File: config.mk
export PLATFORM = sky130hd
export DESIGN_NAME = pipeline_front_regs_flat
export DESIGN_NICKNAME = d
export VERILOG_FILES = /design/src/rtl/pipeline_front_regs_pkg.sv /design/src/rtl/pipeline_front_regs_if.sv /design/src/rtl/pipeline_front_regs_pipe_reg.sv /design/src/rtl/pipeline_front_regs.sv /design/src/flat_wrapper.sv
export SDC_FILE = /design/constraint.sdc
export NUM_CORES = 1
export LEC_CHECK = 0
export CAP_MARGIN = 30
export CORE_AREA = 4 4 196 198
export CTS_CLUSTER_DIAMETER = 40
export CTS_CLUSTER_SIZE = 24
export DETAILED_ROUTE_END_ITERATION = 10
export DIE_AREA = 0 0 200 202
export MAX_ROUTING_LAYER = met4
export PLACE_DENSITY = 0.76
export SYNTH_ARGS = -nofsm -noshare
export SYNTH_HDL_FRONTEND = slang
export SYNTH_HIERARCHICAL = 1
export SYNTH_SLANG_ARGS = --single-unit
File: constraint.sdc
create_clock -name clk -period 4.45 [get_ports clk]
set_input_delay 0.445 -clock clk [delete_from_list [all_inputs] [get_ports clk]]
set_output_delay 0.445 -clock clk [all_outputs]
set_load 0.05 [all_outputs]
File: src/rtl/pipeline_front_regs_pkg.sv
`default_nettype none
// ============================================================================
// Module   : pipeline_pkg
// Purpose  : Shared types and constants for the RV32I fetch/decode front end:
//            the decoded control bundle and the NOP / bubble encodings.
// Revision : 1.0 - initial release
// ============================================================================
package pipeline_pkg;

  // Decoded control bundle carried from decode into execute.
  typedef struct packed {
    logic       RegWrite;
    logic       MemWrite;
    logic       MemtoReg;
    logic       Branch;
    logic       Jump;
    logic       ALUSrc;
    logic [2:0] ALUControl;
    logic [1:0] ResultSrc;
  } ctrl_t;

  // A bubble must never write state or change control flow; all-zero does that.
  localparam ctrl_t CTRL_BUBBLE = '0;

  // addi x0,x0,0
  localparam logic [31:0] NOP_INSTR = 32'h0000_0013;

endpackage
`default_nettype wire

File: src/rtl/pipeline_front_regs_if.sv
`default_nettype none
// ============================================================================
// Module   : pipeline_front_regs_if
// Purpose  : Bundles the hazard controls, decode inputs and the IF/ID + ID/EX
//            register outputs of the pipeline front end.
// Revision : 1.0 - initial release
// ============================================================================
interface pipeline_front_regs_if #(
  parameter int DATA_WIDTH = 32
);
  import pipeline_pkg::*;

  // Hazard unit / execute redirect
  logic                  StallF;
  logic                  StallD;
  logic                  FlushD;
  logic                  FlushE;
  logic                  PCSrcE;
  logic [DATA_WIDTH-1:0] PCTargetE;

  // Fetch / decode inputs
  logic [DATA_WIDTH-1:0] InstrF;
  ctrl_t                 CtrlD;
  logic [DATA_WIDTH-1:0] RD1D;
  logic [DATA_WIDTH-1:0] RD2D;
  logic [DATA_WIDTH-1:0] ImmExtD;

  // Registered front-end state
  logic [DATA_WIDTH-1:0] PCF;
  logic [DATA_WIDTH-1:0] InstrD;
  logic [DATA_WIDTH-1:0] PCD;
  logic [DATA_WIDTH-1:0] PCPlus4D;
  ctrl_t                 CtrlE;
  logic [DATA_WIDTH-1:0] RD1E;
  logic [DATA_WIDTH-1:0] RD2E;
  logic [DATA_WIDTH-1:0] ImmExtE;
  logic [DATA_WIDTH-1:0] PCE;
  logic [DATA_WIDTH-1:0] PCPlus4E;
  logic [4:0]            Rs1E;
  logic [4:0]            Rs2E;
  logic [4:0]            RdE;
  logic                  ValidE;
  logic [15:0]           BubbleCnt;

  // Surrounding pipeline side
  modport master (
    output StallF, StallD, FlushD, FlushE, PCSrcE, PCTargetE,
    output InstrF, CtrlD, RD1D, RD2D, ImmExtD,
    input  PCF, InstrD, PCD, PCPlus4D, CtrlE, RD1E, RD2E, ImmExtE,
    input  PCE, PCPlus4E, Rs1E, Rs2E, RdE, ValidE, BubbleCnt
  );

  // Front-end register block side
  modport slave (
    input  StallF, StallD, FlushD, FlushE, PCSrcE, PCTargetE,
    input  InstrF, CtrlD, RD1D, RD2D, ImmExtD,
    output PCF, InstrD, PCD, PCPlus4D, CtrlE, RD1E, RD2E, ImmExtE,
    output PCE, PCPlus4E, Rs1E, Rs2E, RdE, ValidE, BubbleCnt
  );

endinterface
`default_nettype wire

File: src/rtl/pipeline_front_regs_pipe_reg.sv
`default_nettype none
// ============================================================================
// Module   : pipe_reg
// Purpose  : Generic pipeline register with synchronous reset, clear and
//            enable (reset > clear > enable), typed by parameter.
// Revision : 1.0 - initial release
// ============================================================================
module pipe_reg #(
  parameter type T       = logic,
  parameter T    RST_VAL = '0,
  parameter T    CLR_VAL = '0
) (
  input  wire logic clk,
  input  wire logic rst,
  input  wire logic i_en,
  input  wire logic i_clr,
  input  wire T     i_d,
  output T          o_q
);

  T r_q;

  // Clear beats enable so a flush lands even while the stage is stalled.
  always_ff @(posedge clk) begin
    if (rst)        r_q <= RST_VAL;
    else if (i_clr) r_q <= CLR_VAL;
    else if (i_en)  r_q <= i_d;
  end

  assign o_q = r_q;

endmodule
`default_nettype wire

File: src/rtl/pipeline_front_regs.sv
`default_nettype none
// ============================================================================
// Module   : pipeline_front_regs
// Purpose  : PC register plus IF/ID and ID/EX pipeline registers of the
//            5-stage RV32I core, with stall/flush/redirect handling and a
//            saturating bubble counter.
// Revision : 1.0 - initial release
// ============================================================================
module pipeline_front_regs
  import pipeline_pkg::*;
#(
  parameter int                    DATA_WIDTH = 32,
  parameter logic [DATA_WIDTH-1:0] RESET_PC   = 32'hBFC0_0000,
  parameter logic [DATA_WIDTH-1:0] NOP_INSTR  = pipeline_pkg::NOP_INSTR
) (
  input wire logic             clk,
  input wire logic             rst,
  pipeline_front_regs_if.slave bus
);

  typedef struct packed {
    logic [DATA_WIDTH-1:0] instr;
    logic [DATA_WIDTH-1:0] pc;
    logic [DATA_WIDTH-1:0] pcPlus4;
    logic                  valid;
  } ifid_t;

  typedef struct packed {
    ctrl_t                 ctrl;
    logic [DATA_WIDTH-1:0] rd1;
    logic [DATA_WIDTH-1:0] rd2;
    logic [DATA_WIDTH-1:0] imm;
    logic [DATA_WIDTH-1:0] pc;
    logic [DATA_WIDTH-1:0] pcPlus4;
    logic [4:0]            rs1;
    logic [4:0]            rs2;
    logic [4:0]            rd;
    logic                  valid;
  } idex_t;

  localparam ifid_t c_ifidNop    = {NOP_INSTR, {(2*DATA_WIDTH+1){1'b0}}};
  localparam idex_t c_idexBubble = {CTRL_BUBBLE, {(5*DATA_WIDTH+16){1'b0}}};
  localparam logic [DATA_WIDTH-1:0] c_four = DATA_WIDTH'(4);

  logic [DATA_WIDTH-1:0] r_pcF;
  logic [15:0]           r_bubbleCnt;
  ifid_t                 w_ifidD;
  ifid_t                 w_ifidQ;
  idex_t                 w_idexD;
  idex_t                 w_idexQ;
  logic                  w_bubbleLoad;

  // PC: a redirect from execute wins even over StallF so a resolved branch is never dropped.
  always_ff @(posedge clk) begin
    if (rst)                r_pcF <= RESET_PC;
    else if (bus.PCSrcE)    r_pcF <= bus.PCTargetE;
    else if (!bus.StallF)   r_pcF <= r_pcF + c_four;
  end

  // IF/ID next value: the fetched word, tagged as a real instruction.
  always_comb begin
    w_ifidD         = c_ifidNop;
    w_ifidD.instr   = bus.InstrF;
    w_ifidD.pc      = r_pcF;
    w_ifidD.pcPlus4 = r_pcF + c_four;
    w_ifidD.valid   = 1'b1;
  end

  pipe_reg #(
    .T       (ifid_t),
    .RST_VAL (c_ifidNop),
    .CLR_VAL (c_ifidNop)
  ) u_ifid (
    .clk   (clk),
    .rst   (rst),
    .i_en  (~bus.StallD),
    .i_clr (bus.FlushD),
    .i_d   (w_ifidD),
    .o_q   (w_ifidQ)
  );

  // ID/EX next value: decode fields plus register indices sliced from the instruction.
  always_comb begin
    w_idexD         = c_idexBubble;
    w_idexD.ctrl    = bus.CtrlD;
    w_idexD.rd1     = bus.RD1D;
    w_idexD.rd2     = bus.RD2D;
    w_idexD.imm     = bus.ImmExtD;
    w_idexD.pc      = w_ifidQ.pc;
    w_idexD.pcPlus4 = w_ifidQ.pcPlus4;
    w_idexD.rs1     = w_ifidQ.instr[19:15];
    w_idexD.rs2     = w_ifidQ.instr[24:20];
    w_idexD.rd      = w_ifidQ.instr[11:7];
    w_idexD.valid   = w_ifidQ.valid;
  end

  // ID/EX never stalls; a load-use hold is built from StallF+StallD+FlushE upstream.
  pipe_reg #(
    .T       (idex_t),
    .RST_VAL (c_idexBubble),
    .CLR_VAL (c_idexBubble)
  ) u_idex (
    .clk   (clk),
    .rst   (rst),
    .i_en  (1'b1),
    .i_clr (bus.FlushE),
    .i_d   (w_idexD),
    .o_q   (w_idexQ)
  );

  // A bubble enters execute either from an explicit flush or a flushed decode slot.
  assign w_bubbleLoad = bus.FlushE | ~w_ifidQ.valid;

  // Saturating bubble counter; sticks at all-ones instead of wrapping.
  always_ff @(posedge clk) begin
    if (rst)                                     r_bubbleCnt <= '0;
    else if (w_bubbleLoad && (r_bubbleCnt != '1)) r_bubbleCnt <= r_bubbleCnt + 16'd1;
  end

  assign bus.PCF       = r_pcF;
  assign bus.InstrD    = w_ifidQ.instr;
  assign bus.PCD       = w_ifidQ.pc;
  assign bus.PCPlus4D  = w_ifidQ.pcPlus4;
  assign bus.CtrlE     = w_idexQ.ctrl;
  assign bus.RD1E      = w_idexQ.rd1;
  assign bus.RD2E      = w_idexQ.rd2;
  assign bus.ImmExtE   = w_idexQ.imm;
  assign bus.PCE       = w_idexQ.pc;
  assign bus.PCPlus4E  = w_idexQ.pcPlus4;
  assign bus.Rs1E      = w_idexQ.rs1;
  assign bus.Rs2E      = w_idexQ.rs2;
  assign bus.RdE       = w_idexQ.rd;
  assign bus.ValidE    = w_idexQ.valid;
  assign bus.BubbleCnt = r_bubbleCnt;

endmodule
`default_nettype wire
File: src/flat_wrapper.sv
// flat-port wrapper written by rule: the top's interface ports become plain ports
module pipeline_front_regs_flat import pipeline_pkg::*;
#(
  parameter int                    DATA_WIDTH = 32,
  parameter logic [DATA_WIDTH-1:0] RESET_PC   = 32'hBFC0_0000,
  parameter logic [DATA_WIDTH-1:0] NOP_INSTR  = pipeline_pkg::NOP_INSTR
)
  (clk, rst, bus_StallF, bus_StallD, bus_FlushD, bus_FlushE, bus_PCSrcE, bus_PCTargetE, bus_InstrF, bus_CtrlD, bus_RD1D, bus_RD2D, bus_ImmExtD, bus_PCF, bus_InstrD, bus_PCD, bus_PCPlus4D, bus_CtrlE, bus_RD1E, bus_RD2E, bus_ImmExtE, bus_PCE, bus_PCPlus4E, bus_Rs1E, bus_Rs2E, bus_RdE, bus_ValidE, bus_BubbleCnt);
  pipeline_front_regs_if #(.DATA_WIDTH(DATA_WIDTH)) bus_i ();
  input wire logic clk;
  input wire logic rst;
  input wire logic [$bits(bus_i.StallF)-1:0] bus_StallF;
  input wire logic [$bits(bus_i.StallD)-1:0] bus_StallD;
  input wire logic [$bits(bus_i.FlushD)-1:0] bus_FlushD;
  input wire logic [$bits(bus_i.FlushE)-1:0] bus_FlushE;
  input wire logic [$bits(bus_i.PCSrcE)-1:0] bus_PCSrcE;
  input wire logic [$bits(bus_i.PCTargetE)-1:0] bus_PCTargetE;
  input wire logic [$bits(bus_i.InstrF)-1:0] bus_InstrF;
  input wire logic [$bits(bus_i.CtrlD)-1:0] bus_CtrlD;
  input wire logic [$bits(bus_i.RD1D)-1:0] bus_RD1D;
  input wire logic [$bits(bus_i.RD2D)-1:0] bus_RD2D;
  input wire logic [$bits(bus_i.ImmExtD)-1:0] bus_ImmExtD;
  output wire logic [$bits(bus_i.PCF)-1:0] bus_PCF;
  output wire logic [$bits(bus_i.InstrD)-1:0] bus_InstrD;
  output wire logic [$bits(bus_i.PCD)-1:0] bus_PCD;
  output wire logic [$bits(bus_i.PCPlus4D)-1:0] bus_PCPlus4D;
  output wire logic [$bits(bus_i.CtrlE)-1:0] bus_CtrlE;
  output wire logic [$bits(bus_i.RD1E)-1:0] bus_RD1E;
  output wire logic [$bits(bus_i.RD2E)-1:0] bus_RD2E;
  output wire logic [$bits(bus_i.ImmExtE)-1:0] bus_ImmExtE;
  output wire logic [$bits(bus_i.PCE)-1:0] bus_PCE;
  output wire logic [$bits(bus_i.PCPlus4E)-1:0] bus_PCPlus4E;
  output wire logic [$bits(bus_i.Rs1E)-1:0] bus_Rs1E;
  output wire logic [$bits(bus_i.Rs2E)-1:0] bus_Rs2E;
  output wire logic [$bits(bus_i.RdE)-1:0] bus_RdE;
  output wire logic [$bits(bus_i.ValidE)-1:0] bus_ValidE;
  output wire logic [$bits(bus_i.BubbleCnt)-1:0] bus_BubbleCnt;
  assign bus_i.StallF = bus_StallF;
  assign bus_i.StallD = bus_StallD;
  assign bus_i.FlushD = bus_FlushD;
  assign bus_i.FlushE = bus_FlushE;
  assign bus_i.PCSrcE = bus_PCSrcE;
  assign bus_i.PCTargetE = bus_PCTargetE;
  assign bus_i.InstrF = bus_InstrF;
  assign bus_i.CtrlD = bus_CtrlD;
  assign bus_i.RD1D = bus_RD1D;
  assign bus_i.RD2D = bus_RD2D;
  assign bus_i.ImmExtD = bus_ImmExtD;
  assign bus_PCF = bus_i.PCF;
  assign bus_InstrD = bus_i.InstrD;
  assign bus_PCD = bus_i.PCD;
  assign bus_PCPlus4D = bus_i.PCPlus4D;
  assign bus_CtrlE = bus_i.CtrlE;
  assign bus_RD1E = bus_i.RD1E;
  assign bus_RD2E = bus_i.RD2E;
  assign bus_ImmExtE = bus_i.ImmExtE;
  assign bus_PCE = bus_i.PCE;
  assign bus_PCPlus4E = bus_i.PCPlus4E;
  assign bus_Rs1E = bus_i.Rs1E;
  assign bus_Rs2E = bus_i.Rs2E;
  assign bus_RdE = bus_i.RdE;
  assign bus_ValidE = bus_i.ValidE;
  assign bus_BubbleCnt = bus_i.BubbleCnt;
  pipeline_front_regs #(.DATA_WIDTH(DATA_WIDTH), .RESET_PC(RESET_PC), .NOP_INSTR(NOP_INSTR)) u_core (.clk(clk), .rst(rst), .bus(bus_i));
endmodule
# --- Yosys cells after proc, flatten, opt, wreduce, memory -nomap -nowiden ---
# Index checks and enable logic that the tools add are counted.
op_classes:
  add_sub_neg: 2
  multipliers: 0
  div: 0
  order_cmp: 0
  eq_ne: 2
  n_shift: 0
  n_mux: 2
  n_bitwise: 2
  n_reduce_logical: 3
op_table:
  columns: ["op", "n"]
  rows:
  - ["32-bit 2-to-1 mux", 2]
  - ["32-bit by 3-bit adder with 32-bit output, second input constant", 1]
  - ["16-bit by 1-bit adder with 16-bit output, second input constant", 1]
  - ["16-bit inequality test, second input constant", 1]
  - ["2-bit OR reduction", 2]
  - ["2-bit by 1-bit inequality test with 1-bit output, second input constant", 1]
  - ["1-bit logical AND", 1]
  - ["1-bit NOT", 1]
  - ["1-bit OR", 1]
totals:
  ff_bits: 332
  latchBits: 0
  mem_bits_rw: 0
  mem_bits_ro: 0
  n_memories: 0

# --- Logic depth before layout (Yosys ltp) ---
logic_depth:
  ltp_word: 3
  mapped_depth: 9
  depth_no_buf: 7

# --- Modules after synthesis ---
# The synthesis kept the hierarchy.
modules_own_cells:
  columns: ["mod", "instances", "cells_per_inst", "area_each_um2", "seq_area_each_um2"]
  rows:
  - ["pipe_reg at u_core.u_idex", 1, 604, 6686.4, 3743.6]
  - ["pipeline_front_regs", 1, 440, 3527.1, 960.9]
  - ["pipe_reg at u_core.u_ifid", 1, 315, 3487.1, 1941.9]

# --- Least setup slack after synthesis ---
# OpenSTA, ideal clock, no wires.
synth_timing:
  path_type: "flip-flop to flip-flop"
  from: "register u_core.r_pcF[2] (netlist: u_core/bus.PCF[2])"
  to: "register u_core.r_pcF[18] (netlist: u_core/bus.PCF[18])"
  arrival_time_ns: 1.946
  required_ns: 4.330
  path_slack_ns: 2.384
  path_stages_with_launch: 6
  path_buffers: 0
  period_less_slack_ns: 2.066
  cell_sequence: "dfxtp_1 -> ha_1 -> clkinv_1 -> or4_1 -> o31a_1 -> o31a_1"
synth_between:
  elab_chain_cells: 3
synth_rtl:
  columns: ["element", "line_no", "text"]
  rows:
  - ["start, declared", "pipeline_front_regs.sv:45", "logic [DATA_WIDTH-1:0] r_pcF;"]
  - ["start signal, assigned", "pipeline_front_regs.sv:56", "else if (bus.PCSrcE) r_pcF <= bus.PCTargetE;"]
  - ["start signal, assigned", "pipeline_front_regs.sv:57", "else if (!bus.StallF) r_pcF <= r_pcF + c_four;"]
  - ["32-bit by 3-bit adder with 32-bit output", "pipeline_front_regs.sv:57", null]
  - ["32-bit 2-to-1 mux", "pipeline_front_regs.sv:57", null]
  - ["32-bit 2-to-1 mux", "pipeline_front_regs.sv:56", null]
# Every way passes these cells. The select of a mux whose other input is x is not followed.
# A chain may end at the register's enable or synchronous reset.

# --- Final worst setup path ---
layout_timing:
  from: "register u_core.r_pcF[2] (netlist: u_core/bus.PCF[2])"
  to: "register u_core.r_pcF[14] (netlist: u_core/bus.PCF[14])"
# The elaborated chain is that of the path after synthesis.

==> impl_metrics.ini <==
[sta]
rsz0062_at_grt = false
skew_ps = 27.5
fin_crit_sh_pct = 61.0
setup_viol_count_final = 0
final.min_clock_period_ps = 2710
fmaxAchievable_mhz = 368
timing_hold_violations_final = 0
slew_headroom_pct = 30.3
slew_viol_final = 0
tightest_slew_ps = 1040
tns_ps = 0
postLayoutSetupSlackWorst_ps = 1740

[clock_network]
cts_tree = built
cts_root_buf = clkbuf_16
htreeDepth = 2
cts_buffers = 50
clk_pin_slew_ps = 50
postCtsResizedCells = 0
cts_buffer_depth = 3
clk-insertion-delay-late_ps = 570
hold_buffers = 0
cts.sinks = 332
post_cts_buffers = 0

[pwr]
power.share.switching_pct = 26.5
peakVddDrop_mv = 0.267
switchingPower_mw = 2.17
p_int_mw = 6.01
p_leak_nw = 8.07
combPwrFrac_pct = 12.9
clock_power_share_pct = 48.4
seqPwrFrac_pct = 38.7
power_per_cell_area_mw_per_mm2 = 402

[drt]
drtPass1Iterations = 5
ant_nets = 0
drt_iter0_drc = 430
vias = 11504
wl_per_cell_um = 19.4
routed_wl_mm = 44.9
viasPerCell = 4.97
drcViolationCount = 0

[final_layout]
area.growth.synth_to_final_pct = 48.4
seqCellArea_mm2 = 0.00665
fin_nets = 1983
multi_input_area_mm2 = 0.00607
layout.cells.most_common = clkdlybuf4s50_1
fillers = 3140
drive_gt1_share_pct = 7.05
final_cell_mix = clkdlybuf4s50_1 (507), dfxtp_1 (332), nor2_1 (301)

[status]
outcome = finished, final reports clean

[floorplanning]
die_w_um = 200
die_area_mm2 = 0.0404
row_count = 70
pin_count = 509
start_util_pct = 37.5
core_area_mm2 = 0.0365
dieHeight_um = 202

[synth]
synth_cells = 1359
synthFlopType = dfxtp_1
yosys_warnings = 6
ys_types = 64
synth-seq-area-share_pct = 48.5
async_reset_ff_share_pct = 0
ys_seq_elements = 332
syn_area_mm2 = 0.0137
syn_avg_cell_area_um2 = 10.1
synth-edff-count = 0

[global_route]
grt_pass1_vias = 11501
use_met1_pct = 23.1
grt_pass1_wl_mm = 67.1
grt_antenna_before_repair = 4
grt_util_all_layers_pct = 21.5
grt_use_met3_pct = 8.08
grt_max_degree = 188
globalRoute.totalOverflow = 0
grt_use_met2_pct = 36.1
grt.busiest_layer = met2

[setup_path]
required_ps = 4870
crit_path_start_kind = register
end_kind = register
crit_type = register to register
cp_max_fo = 12
worst_ep_arrival_time_ps = 3140

[placed_design]
place_congestion = 0.826
portBuffers = 508
dp_hpwl_mm = 32.6
dp_slack_ps = 1290

[hold_path]
hp-class = input port to register

[job]
maxCapViolations = 0
state kept, by name, indices dropped and copies added, names as in the netlist:
register              cells
u_core/u_idex/o_q       187
u_core/bus.BubbleCnt     16
u_core/bus.PCF           32
u_core/u_ifid/o_q        97
worst max-delay path: stages (launching register included):
cell	delay, ps
dfxtp_1	470
ha_1	270
clkinv_1	280
nor4_2	970
a211oi_1	190
a2111oi_0	390
cells by family (layout without fill, tap and decap cells):
logic type	count (synthesis)	after routing	share of synthesized area (%)
buffers and inverters	146	630	7.24
other	1	6	0.0274
adders and majority gates	2	2	0.183
and+or+nand+nor	474	474	16.3
xor gates and xnor gates	37	37	2.37
DFF	332	332	48.5
muxes	291	291	21.3
AOI/OAI and AO/OA	76	76	4.04
per-stage QoR:
stage          instances  power [mW]  utilization (%)  hold slack [ps]  area [um^2]
2_1_floorplan       1360        3.90                -              482        13700
3_3_place_gp        2215        4.25             50.7              457        18500
3_5_place_dp        2216        4.27             50.8              476        18600
4_1_cts             2309        8.27             55.5              279        20300
5_1_grt             2316        8.48             55.7              308        20300
6_report            2316        8.18             55.7              321        20300
per-layer routing:
metal / share of wire [%] / vias to the layer above / wire length [um]
li1: - / 5547 / -
met1: 37 / 5427 / 16700
met2: 50 / 442 / 22300
met3: 9.5 / 88 / 4280
met4: 3.5 / 0 / 1580
met5: 0 / - / 0
cell type report:
| cell class | count | area share, % |
|---|---|---|
| sequential | 332 | 32.7 |
| clock buffer | 59 | 6.47 |
| clock inverter | 34 | 1.96 |
| multi-input combinational | 882 | 29.9 |
| inverter | 16 | 0.320 |
| antenna | 4 | 0.0492 |
| tap | 468 | 2.88 |
| timing repair buffer | 521 | 25.8 |
cells in the mapped netlist, drive strengths merged, types with 5 or more instances:
cell type	n	area, um^2
a211oi	15	113
a21oi	17	85.1
a311oi	5	43.8
and3	6	37.5
and4	11	96.3
buf	99	813
clkbuf	31	119
dfxtp	332	6650
inv	14	52.6
mux2i	288	2880
nand2	31	116
nand3	23	120
nand4	16	115
nor2	311	1190
nor3	16	80.1
nor3b	7	52.6
nor4	10	120
o21ai	7	35.0
o31ai	5	37.5
or3	14	92.6
or4	7	52.6
xnor2	30	263
xor2	7	61.3
final timing paths:
kind	from	to	slack, ps	cells past startpoint
hold / removal	rst	u_core/bus.PCF[0]	320	2
setup / recovery	u_core/bus.PCF[2]	u_core/bus.PCF[14]	1740	5
hold reg to reg	u_core/u_ifid/o_q[66]	u_core/u_ifid/o_q[66]	490	2
setup reg to reg	u_core/bus.PCF[2]	u_core/bus.PCF[14]	1740	5
power by group through the flow:
stage | clock (mW) | combinational, mW | sequential, mW
CTS | 4.06 | 1.04 | 3.17
floorplan | 0 | 0.483 | 3.42
global placement | 0 | 1.02 | 3.23
global route | 4.19 | 1.11 | 3.18
finish | 3.96 | 1.05 | 3.17
detailed placement | 0 | 1.04 | 3.23
(Power assumes the default switching activity.)
